## config.mk

```make
export PLATFORM = sky130hd
export DESIGN_NAME = mux_nx1_pipe
export DESIGN_NICKNAME = d
export VERILOG_FILES = /design/src/rtl/mux_nx1_pipe.sv
export SDC_FILE = /design/constraint.sdc
export NUM_CORES = 1
export LEC_CHECK = 0
export BUFFER_PORTS_ARGS = -buffer_cell sky130_fd_sc_hd__buf_2
export CAP_MARGIN = 40
export CORE_MARGIN = 4
export CORE_UTILIZATION = 50
export DETAILED_ROUTE_END_ITERATION = 12
export HOLD_SLACK_MARGIN = 0.06
export PLACE_DENSITY = 0.81
export SLEW_MARGIN = 30
export SYNTH_ARGS = -nofsm -noshare
export SYNTH_HDL_FRONTEND = slang
export SYNTH_SLANG_ARGS = --single-unit
```

## constraint.sdc

```tcl
create_clock -name clk -period 2 [get_ports clk]
set_input_delay 0.3 -clock clk [delete_from_list [all_inputs] [get_ports clk]]
set_output_delay 0.3 -clock clk [all_outputs]
set_load 0.03 [all_outputs]
```

## src/rtl/mux_nx1_pipe.sv

```systemverilog
// N:1 word multiplexer with valid/ready handshake and a 2-entry registered skid stage.
// Optional macro MUX_SEL_CHECK_EN: out-of-range selects are consumed, dropped and flagged on sel_err.
module mux_nx1_pipe #(
  parameter int WIDTH = 32,
  parameter int N     = 4,
  localparam int SELW = $clog2(N)
) (
  input  logic               clk,
  input  logic               rst_n,
  input  logic [N*WIDTH-1:0] in_data,
  input  logic [SELW-1:0]    in_sel,
  input  logic               in_valid,
  output logic               in_ready,
  output logic [WIDTH-1:0]   out_data,
  output logic               out_valid,
  input  logic               out_ready,
  output logic               sel_err
);

  typedef enum logic [1:0] {
    EMPTY = 2'd0,
    ONE   = 2'd1,
    FULL  = 2'd2
  } state_t;

  state_t           r_state;
  state_t           w_next;
  logic [WIDTH-1:0] r_head;
  logic [WIDTH-1:0] r_skid;
  logic             r_in_ready;
  logic [WIDTH-1:0] w_word;
  logic             w_accept;
  logic             w_pop;
  logic             w_load;

  // Unmatched select values leave the word at zero.
  always_comb begin
    w_word = '0;
    for (int unsigned k = 0; k < N; k++) begin
      if (32'(in_sel) == k) w_word = in_data[k*WIDTH +: WIDTH];
    end
  end

  assign w_accept = in_valid & r_in_ready;
  assign w_pop    = out_valid & out_ready;

`ifdef MUX_SEL_CHECK_EN
  logic w_sel_ok;
  logic r_sel_err;

  assign w_sel_ok = 32'(in_sel) < 32'(N);
  assign w_load   = w_accept & w_sel_ok;

  always_ff @(posedge clk or negedge rst_n) begin
    if (!rst_n) r_sel_err <= 1'b0;
    else        r_sel_err <= w_accept & ~w_sel_ok;
  end

  assign sel_err = r_sel_err;
`else
  assign w_load  = w_accept;
  assign sel_err = 1'b0;
`endif

  always_ff @(posedge clk or negedge rst_n) begin
    if (!rst_n) r_state <= EMPTY;
    else        r_state <= w_next;
  end

  always_comb begin
    w_next = r_state;
    unique case (r_state)
      EMPTY: if (w_load) w_next = ONE;
      ONE: begin
        if (w_load && !w_pop)      w_next = FULL;
        else if (!w_load && w_pop) w_next = EMPTY;
      end
      FULL:    if (w_pop) w_next = ONE;
      default: w_next = EMPTY;
    endcase
  end

  always_comb begin
    out_valid = (r_state != EMPTY);
    in_ready  = r_in_ready;
    out_data  = r_head;
  end

  // in_ready is precomputed from the next state so it never depends combinationally on out_ready.
  always_ff @(posedge clk or negedge rst_n) begin
    if (!rst_n) r_in_ready <= 1'b1;
    else        r_in_ready <= (w_next != FULL);
  end

  always_ff @(posedge clk or negedge rst_n) begin
    if (!rst_n) begin
      r_head <= '0;
      r_skid <= '0;
    end else begin
      unique case (r_state)
        EMPTY: if (w_load) r_head <= w_word;
        ONE: begin
          if (w_load && !w_pop)     r_skid <= w_word;
          else if (w_load && w_pop) r_head <= w_word;
        end
        FULL:    if (w_pop) r_head <= r_skid;
        default: ;
      endcase
    end
  end

endmodule

```

==> results.md <==
- Most common cell after layout, fill and taps aside: buf_2
- Largest fanout on the critical path: 24
- Post-detailed-routing wire length: 12600 um
- PortBufs: 167
- CP required: 2.23 ns
- Die width: 103 um
- Peak Freq: 0.581 GHz
- Max Buffers Root-to-Sink: 2
- Critical path endpoint category: register
- Vias in the first global route: 4034
- Post-synth ARST share: 1.00
- Warnings, synthesis: 0
- Clock transition at path regs: 0.07 ns
- Endpoints failing setup: 0
- Max cap viols: 0
- P_leak: 2.66 nW
- Worst-Skew Late Latency: 0.35 ns
- CTS tree: yes
- # DRC: 0
- Layout cell share with drive strength beyond 1: 0.423
- Number of vias per cell: 5.98
- Slew Viols, Final: 0
- Synth Net Count: 557
- Post-CTS setup buffers: 0
- H-tree levels: 3
- GRT Util Overall: 0.236
- Crit Path Class: reg2reg
- Post-DP HPWL: 9120 um
- Initial antenna violation count: 1
- Post-Synth Adder-Cell Area: 0
- Global-route wire length before repair: 19500 um
- Total CTS buffers: 9
- Cell row count: 34
- Compound-gate portion of the synthesized area: 0.131
- Seq/Total Area, Yosys: 0.370
- Grt total ovfl: 0
- Starting Density: 0.518
- Post-synthesis cell type count: 30
- HP Class: in2reg
- Largest net degree at the start of global routing: 68
- Syn Area/Cell: 10.7 um^2
- DRT antenna net count: 0
- Main synth FF type: dfrtp_1
- DRT iter0 DRCs: 241
- Syn Std Cell Area: 4540 um^2
- Fin crit share: 0.861
- IO Count: 169
- Fin nets: 711
- Cts repair resizes: 0
- GP Congestion: 0.833
- Final min period: 1.72 ns
- Setup repair after global routing missed its margin: no
- Vias: 4129
- Flops & latches, synth: 67
- TritonCTS sink count: 67
- Xor/xnor cell area share of the yosys netlist: 0
- Maximum VDD drop: 0.397 mV
- Setup TNS: 0 ns
- Post-synthesis to final-layout area growth: 26.1%
- Crit path DAT: 1.95 ns
- Final hold viol count: 0
- CTS root buf: clkbuf_8
- Die area: 10700 um^2
- Crit path launch type: register
- First drt pass iteration count: 4
- Commonest non-fill, non-tap cells in the layout: buf_2, mux2i_1, dfrtp_1
- Mux share of post-synthesis cell area: 0.293
- Power density over cell area: 1130 nW/um^2
- Largest family of logic cells by synthesized area: multiplexers
- Die Y: 103 um
- Post-synth EDFFs: 0
- Core Area: 8760 um^2
- Total chip power: 6.47 mW
- Gate Count Post-Synth: 423
- Synth Area in Simple Gates: 0.139
- Routed len/inst: 18.2 um
- Final Skew: 0.00861 ns
- Status: finished, final reports clean
-- stage by stage --
step	worst slack, ns	std cells	hold WS, ns	instance area (um^2)	utilization
2_1_floorplan	0.146	423	0.00441	4540	-
3_3_place_gp	0.366	673	0.350	5500	0.627
3_5_place_dp	0.263	673	0.352	5500	0.627
4_1_cts	0.278	690	0.165	5720	0.652
5_1_grt	0.175	691	0.185	5720	0.653
6_report	0.279	691	0.186	5720	0.653
-- routing by layer --
layer  track usage  vias to the layer above  part of all wire
li1              -                     1943                 -
met1         0.303                     1966              0.39
met2         0.395                      197              0.50
met3        0.0456                       23             0.087
met4        0.0886                        0             0.020
met5             0                        -                 0
-- registers in the layout, summed over array words and instances, names as in the netlist --
register  flops
r_state       2
in_ready      1
out_data     32
r_skid       32
-- worst paths after layout --
check	startpoint	slack (ns)	depth (start not counted)	endpoint
worst max-delay path	in_ready	0.28	4	r_skid[9]
worst min-delay path	out_ready	0.19	2	r_state[1]
worst max register to register	in_ready	0.28	4	r_skid[9]
worst min register to register	r_skid[1]	0.49	1	r_skid[1]
max in group asynchronous	rst_n	1.17	3	in_ready
min in group asynchronous	rst_n	0.50	3	out_data[17]
-- logic make-up (layout without fill, tap and decap cells) --
logic type      count (synthesis)  in the layout
mux                           129            129
simple gates                  105            105
flops                          67             67
buf+inv                        52            211
other cells                     1              2
compound gates                 69             69
-- cells in the mapped netlist (all sizes together), types with 2 or more instances --
master  count  area [um^2]
nand2      32          120
dfrtp      66         1650
a41oi      32          280
or3        32          200
buf        34          231
nand2b      2         12.5
mux2       32          360
clkbuf     17         65.1
nand3       2         10.0
a311oi     32          280
mux2i      97          971
nand3b     32          240
-- area by class of cell --
cell class                 count  area, um^2
tap                          108         135
antenna                        1        2.50
fill                         691        3040
inverter                       1        3.75
clock inverter                 4        47.5
clock buffer                  12         165
multi-input combinational    304        2570
timing repair buffer         194        1120
sequential                    67        1680
-- worst max-delay path, stage by stage, from the launching register on --
cell and delay [ns]:
dfstp_2 0.55, and2_1 0.20, nor3b_4 0.28, buf_12 0.22
mux2_2 0.35
-- report_power, final --
group	leakage, nW	internal, mW	switching (mW)	total, mW
combinational	1.77	1.17	1.70	2.87
sequential	0.775	2.02	0.371	2.39
clock	0.108	0.674	0.532	1.21
total	2.66	3.87	2.60	6.47
-- repair_timing --
action | in CTS | in global routing
setup endpoints to repair | 0 | 0
hold endpoints to repair | 66 | 0
hold buffers | 1 | 0
Note: power is estimated with default switching activity, not from simulation.
